**src/rtl/booth_pkg.sv**
```systemverilog
// Shared definitions for the Booth multiplier sequencer and its helpers.
package booth_pkg;

  // Sequencer phases: wait for a request, clear the multiplier, let it run, return the result.
  typedef enum logic [1:0] {
    IDLE  = 2'd0,
    CLEAR = 2'd1,
    RUN   = 2'd2,
    RESP  = 2'd3
  } state_e;

  localparam int DEF_WIDTH   = 4;
  localparam int DEF_TIMEOUT = 16;

  // Width of a full signed product of two w-bit operands.
  function automatic int prod_w(input int w);
    return 2 * w;
  endfunction

endpackage

```
**src/rtl/booth_mult_arbiter_rr_arbiter.sv**
```systemverilog
// Round-robin arbiter: grants the first requester above the pointer, wrapping.
module rr_arbiter #(
  parameter int NUM_REQ = 4
) (
  input  logic [NUM_REQ-1:0]         req,
  input  logic [$clog2(NUM_REQ)-1:0] ptr,
  input  logic                       enable,
  output logic [NUM_REQ-1:0]         grant,
  output logic [$clog2(NUM_REQ)-1:0] grant_id
);

  localparam int ID_W = $clog2(NUM_REQ);

  // Search ptr+1, ptr+2, ... modulo NUM_REQ and take the first pending request.
  always_comb begin : p_search
    logic [ID_W-1:0] idx;
    logic            found;
    // NOTE: every output gets a default before the loop so no path leaves it unassigned (no latch).
    grant    = '0;
    grant_id = '0;
    found    = 1'b0;
    idx      = '0;
    for (int off = 1; off <= NUM_REQ; off++) begin
      idx = ID_W'((int'(ptr) + off) % NUM_REQ);
      if (enable && !found && req[idx]) begin
        grant[idx] = 1'b1;
        grant_id   = idx;
        found      = 1'b1;
      end
    end
  end

endmodule

```
**src/rtl/booth_mult_arbiter.sv**
```systemverilog
// Shares one iterative signed Booth multiplier among NUM_REQ requesters.
// Round-robin grant, clear/run sequencing, watchdog abort, single response channel.
module booth_mult_arbiter
  import booth_pkg::*;
#(
  parameter int NUM_REQ = 4,
  parameter int WIDTH   = DEF_WIDTH,
  parameter int TIMEOUT = DEF_TIMEOUT
) (
  input  logic                         clock,
  input  logic                         reset,
  input  logic [NUM_REQ-1:0]           req_valid,
  output logic [NUM_REQ-1:0]           req_ready,
  input  logic [NUM_REQ*WIDTH-1:0]     req_a,
  input  logic [NUM_REQ*WIDTH-1:0]     req_b,
  output logic                         mul_clear,
  output logic                         mul_start,
  output logic [WIDTH-1:0]             mul_a,
  output logic [WIDTH-1:0]             mul_b,
  input  logic [prod_w(WIDTH)-1:0]     mul_p,
  input  logic                         mul_ready,
  output logic                         rsp_valid,
  input  logic                         rsp_ready,
  output logic [$clog2(NUM_REQ)-1:0]   rsp_id,
  output logic [prod_w(WIDTH)-1:0]     rsp_p,
  output logic                         rsp_err,
  output logic                         busy
);

  localparam int ID_W  = $clog2(NUM_REQ);
  localparam int P_W   = prod_w(WIDTH);
  localparam int CNT_W = $clog2(TIMEOUT);

  localparam logic [1:0] S_IDLE  = IDLE;
  localparam logic [1:0] S_CLEAR = CLEAR;
  localparam logic [1:0] S_RUN   = RUN;
  localparam logic [1:0] S_RESP  = RESP;

  logic [1:0]         state;
  logic [ID_W-1:0]    ptr;
  logic [CNT_W-1:0]   wd_cnt;
  logic [WIDTH-1:0]   a_q;
  logic [WIDTH-1:0]   b_q;
  logic [NUM_REQ-1:0] gnt;
  logic [ID_W-1:0]    gnt_id;
  logic               arb_en;
  logic [WIDTH-1:0]   sel_a;
  logic [WIDTH-1:0]   sel_b;

  // Grants are only offered while idle and never while reset is held, so req_ready reads 0 in reset.
  assign arb_en = (state == S_IDLE) && !reset;

  rr_arbiter #(
    .NUM_REQ (NUM_REQ)
  ) u_rr_arbiter (
    .req      (req_valid),
    .ptr      (ptr),
    .enable   (arb_en),
    .grant    (gnt),
    .grant_id (gnt_id)
  );

  assign req_ready = gnt;
  assign sel_a     = req_a[int'(gnt_id)*WIDTH +: WIDTH];
  assign sel_b     = req_b[int'(gnt_id)*WIDTH +: WIDTH];

  // Multiplier controls and status decode straight from the phase.
  assign mul_clear = (state == S_CLEAR);
  assign mul_start = (state == S_RUN);
  assign mul_a     = a_q;
  assign mul_b     = b_q;
  assign rsp_valid = (state == S_RESP);
  assign busy      = (state != S_IDLE);

  // Sequencer: grant and latch, one-cycle clear, run under watchdog, hold response until taken.
  always_ff @(posedge clock) begin
    if (reset) begin
      // NOTE: sequential state is updated with non-blocking assignments so every register sees pre-edge values.
      state   <= S_IDLE;
      ptr     <= ID_W'(NUM_REQ - 1);
      wd_cnt  <= '0;
      a_q     <= '0;
      b_q     <= '0;
      rsp_id  <= '0;
      rsp_p   <= '0;
      rsp_err <= 1'b0;
    end else begin
      case (state)
        S_IDLE: begin
          if (|gnt) begin
            a_q    <= sel_a;
            b_q    <= sel_b;
            rsp_id <= gnt_id;
            ptr    <= gnt_id;
            state  <= S_CLEAR;
          end
        end
        S_CLEAR: begin
          wd_cnt <= '0;
          state  <= S_RUN;
        end
        S_RUN: begin
          wd_cnt <= wd_cnt + 1'b1;
          // A completion on the last allowed cycle still counts as a success.
          if (mul_ready) begin
            rsp_p   <= mul_p;
            rsp_err <= 1'b0;
            state   <= S_RESP;
          end else if (wd_cnt == CNT_W'(TIMEOUT - 1)) begin
            rsp_p   <= P_W'(0);
            rsp_err <= 1'b1;
            state   <= S_RESP;
          end
        end
        S_RESP: begin
          if (rsp_ready) begin
            state <= S_IDLE;
          end
        end
        default: state <= S_IDLE;
      endcase
    end
  end

endmodule

```
**config.mk**
```make
export PLATFORM = sky130hd
export DESIGN_NAME = booth_mult_arbiter
export DESIGN_NICKNAME = d
export VERILOG_FILES = /design/src/rtl/booth_pkg.sv /design/src/rtl/booth_mult_arbiter_rr_arbiter.sv /design/src/rtl/booth_mult_arbiter.sv
export SDC_FILE = /design/constraint.sdc
export NUM_CORES = 1
export LEC_CHECK = 0
export CORE_MARGIN = 1
export CORE_UTILIZATION = 45
export CTS_CLUSTER_DIAMETER = 100
export DETAILED_ROUTE_END_ITERATION = 10
export PLACE_DENSITY_LB_ADDON = 0.3
export SYNTH_ARGS = -nofsm -noshare
export SYNTH_HDL_FRONTEND = slang
export SYNTH_SLANG_ARGS = --single-unit
```
**constraint.sdc**
```tcl
create_clock -name clock -period 4.4 [get_ports clock]
set_input_delay 0.44 -clock clock [delete_from_list [all_inputs] [get_ports clock]]
set_output_delay 0.44 -clock clock [all_outputs]
set_load 0.02 [all_outputs]
```
==> results.py <==
metrics = {
    "sta": {
        "max_freq_ghz": 0.2508,
        "setup-tns-final_ps": 0,
        "tightest_slew_ps": 738.8,
        "slew_headroom": 0.5075,
        "whs_ps": 462.3,
        "period_share": 0.9064,
        "layout_min_cycle_time_ps": 3988,
        "slew_violations": 0,
        "skew_ps": 2.240,
        "rsz0062_at_grt": "no",
        "hold_viol": 0,
        "finalSetupViolCount": 0,
    },
    "critical_path": {
        "cp_max_fo": 13,
        "ff2ff_path_depth": 10,
        "r2r-start": "ptr[1]",
        "endpoint_kind": "output port",
        "cp.arrival_ps": 3550,
        "r2r_setup_slack_ps": 950,
        "critPathLaunchType": "flip-flop",
        "crit_required_ps": 3960,
        "r2r_end": "rsp_id[0]",
        "path_class": "reg2out",
    },
    "job": {
        "drv_cap": 0,
    },
    "cts": {
        "numCtsBuffers": 3,
        "clock_sinks": 27,
        "postCtsSetupBuffers": 0,
        "clk_latency_ps": 270,
        "path_clk_slew_ps": 90,
        "cts_tree": "yes",
        "postCtsHoldBufs": 0,
        "clock-root-buffer": "clkbuf_8",
        "clockBufferDepth": 2,
        "h-tree-depth": 1,
        "ctsResizeCount": 0,
    },
    "finish": {
        "syn2layout_area_growth_pct": 34.30,
        "fin_nets": 352,
        "drive_above_1_share": 0.1453,
        "diodes": 0,
    },
    "worst_hold_path": {
        "min_path_cells": 2,
        "min_to": "rsp_err",
        "min_from": "rsp_err",
        "worst_hold_path_type": "reg2reg",
    },
    "detailed_routing": {
        "dr_wl_met3_um": 311,
        "route.detailed.drc": 1,
        "top_layer_used": "met4",
        "drtPass1Iterations": 7,
        "drtIter0Drc": 108,
        "routedWlPerCell_um": 13.48,
        "ant_nets": 0,
        "wl_met1_um": 2065,
        "wl_met2_um": 2193,
        "totalWireLength_um": 4597,
        "vias": 1872,
        "drt-vias-per-instance": 5.490,
    },
    "placement": {
        "numPortBuffers": 74,
        "hpwlAfterDp_um": 3489,
        "gp_congestion": 0.8503,
    },
    "power_and_ir_drop": {
        "powerDensity_nw_per_um2": 536.8,
        "vdd_ir_drop_max_uv": 421.1,
        "p_leak_nw": 1.123,
    },
    "synthesis": {
        "synth-edff-count": 0,
        "synth_xor_area_frac": 0,
        "syn-num-nets": 288,
        "synth_top_family_by_area": "multiplexers",
        "synth_flop_cell": "dfxtp_1",
        "async_flop_share": 0,
        "avgSynthCellArea_sq_um": 9.556,
        "ys_ff_latch": 27,
        "ys_seq_area_frac": 0.2503,
        "synthMuxAreaShare": 0.2016,
        "synthSimpleGateAreaFrac": 0.1964,
        "ys.warnings.count": 0,
        "synthCells": 226,
        "synth_compound_area_frac": 0.1877,
        "synthAdderAreaFrac": 0.08111,
        "syn_area_sq_um": 2160,
        "synth_cell_types": 56,
    },
    "global_routing": {
        "grt_pass1_wl_um": 8052,
        "grt.overflow.total": 0,
        "grt_pass1_vias": 1806,
        "track_usage": 0.1944,
        "antenna_found_initial": 0,
        "grt_max_degree": 30,
    },
    "floorplan": {
        "die_y_um": 71.28,
        "rows": 24,
        "core-area_sq_um": 4474,
        "die-area_sq_um": 5080,
        "pin_count": 75,
        "die_w_um": 71.28,
        "start_util": 0.4827,
    },
    "run_status": {
        "status": "finished with violations",
        "violations": "DRC",
    },
}
cells by family after synthesis:
logic type | after synthesis
AO/OA/AOI/OAI | 52
adder cells (fa/ha/maj) | 14
buffers and inverters | 29
flip-flops | 27
multiplexers | 37
AND/OR/NAND/NOR | 67
state kept, by name, summed over array words and instances (netlist names):
name / flops
rsp_err: 1
ptr: 2
state: 2
rsp_id: 2
mul_b: 4
rsp_p: 8
wd_cnt: 4
mul_a: 4
cell usage in the layout (no fill, tap or decap), types with 3 or more instances in the layout:
| master | netlist | routed |
|---|---|---|
| clkdlybuf4s50_1 | 0 | 74 |
| dfxtp_1 | 27 | 27 |
| mux2i_1 | 24 | 24 |
| nor2_1 | 16 | 16 |
| ha_1 | 14 | 14 |
| nand3b_1 | 12 | 12 |
| inv_1 | 10 | 10 |
| nand2_1 | 10 | 10 |
| a21oi_1 | 10 | 10 |
| a22oi_1 | 9 | 9 |
| mux2_2 | 9 | 9 |
| o21ai_2 | 8 | 8 |
| o21ai_0 | 5 | 5 |
| nand2b_1 | 4 | 4 |
| buf_4 | 2 | 4 |
| mux4_2 | 3 | 3 |
| or3_1 | 3 | 3 |
| nor2b_1 | 3 | 3 |
| nor3_1 | 3 | 3 |
| clkbuf_8 | 1 | 3 |
stage by stage:
stage / cells / worst slack, ps / area (sq um) / power (mW) / util
floorplan: 226 / 1189 / 2160 / 1.219 / -
global placement: 337 / 844.4 / 2854 / 1.418 / 0.6379
detailed placement: 337 / 690.3 / 2854 / 1.430 / 0.6379
CTS: 341 / 396.3 / 2900 / 1.571 / 0.6482
global route: 341 / 217.1 / 2900 / 1.687 / 0.6482
finish: 341 / 412.0 / 2900 / 1.557 / 0.6482
cell type report:
class | count | area [sq um]
fillers | 357 | 1574
clock inverters | 1 | 5.005
flip-flops and latches | 27 | 540.5
inverters | 10 | 37.54
multi-input cells | 170 | 1440
clock buffers | 3 | 41.29
repair buffers | 78 | 770.7
well taps | 52 | 65.06
worst max path at each step:
stage                     slack (ps)  cells past startpoint  startpoint      endpoint
after floorplan                 1190                     14      ptr[0]     rsp_id[1]
after global placement           840                      7      ptr[1]  req_ready[0]
after detailed placement         690                      7      ptr[1]  req_ready[0]
after CTS                        400                      7      ptr[1]  req_ready[0]
after global routing             220                      7      ptr[1]  req_ready[0]
final                            410                      7      ptr[1]  req_ready[0]
routing by layer:
| metal | track usage | vias to the layer above |
|---|---|---|
| li1 | - | 952 |
| met1 | 0.2400 | 858 |
| met2 | 0.3407 | 58 |
| met3 | 0.05626 | 4 |
| met4 | 0.03333 | 0 |
| met5 | 0 | - |
synthesized netlist by cell type (2+ instances only):
master,n,area (sq um)
dfxtp_1,27,540.5
mux2i_1,24,240.2
nor2_1,16,60.06
ha_1,14,175.2
nand3b_1,12,90.09
a21oi_1,10,50.05
inv_1,10,37.54
nand2_1,10,37.54
a22oi_1,9,67.56
mux2_2,9,101.4
o21ai_2,8,70.07
clkbuf_1,5,18.77
o21ai_0,5,25.02
buf_6,4,45.04
nand2b_1,4,25.02
buf_2,3,15.01
mux4_2,3,67.56
nor2b_1,3,18.77
nor3_1,3,15.01
or3_1,3,18.77
a21o_1,2,15.01
a221o_1,2,20.02
a221o_2,2,22.52
buf_4,2,15.01
clkbuf_2,2,10.01
nand3_1,2,10.01
nor3_4,2,32.53
nor3b_1,2,15.01
power by group:
| part | switching (mW) | internal (mW) | total [mW] |
|---|---|---|---|
| clock network | 0.0745 | 0.0634 | 0.138 |
| registers | 0.0388 | 0.300 | 0.339 |
| logic | 0.560 | 0.520 | 1.08 |
critical path: stages (launching register included):
cell and delay [ps]:
dfxtp_1 570, inv_1 190, ha_1 510, mux4_2 480
or3_1 430, nor3_4 220, a221o_2 270, clkdlybuf4s50_1 620
Power figures use the tool's default switching activity.
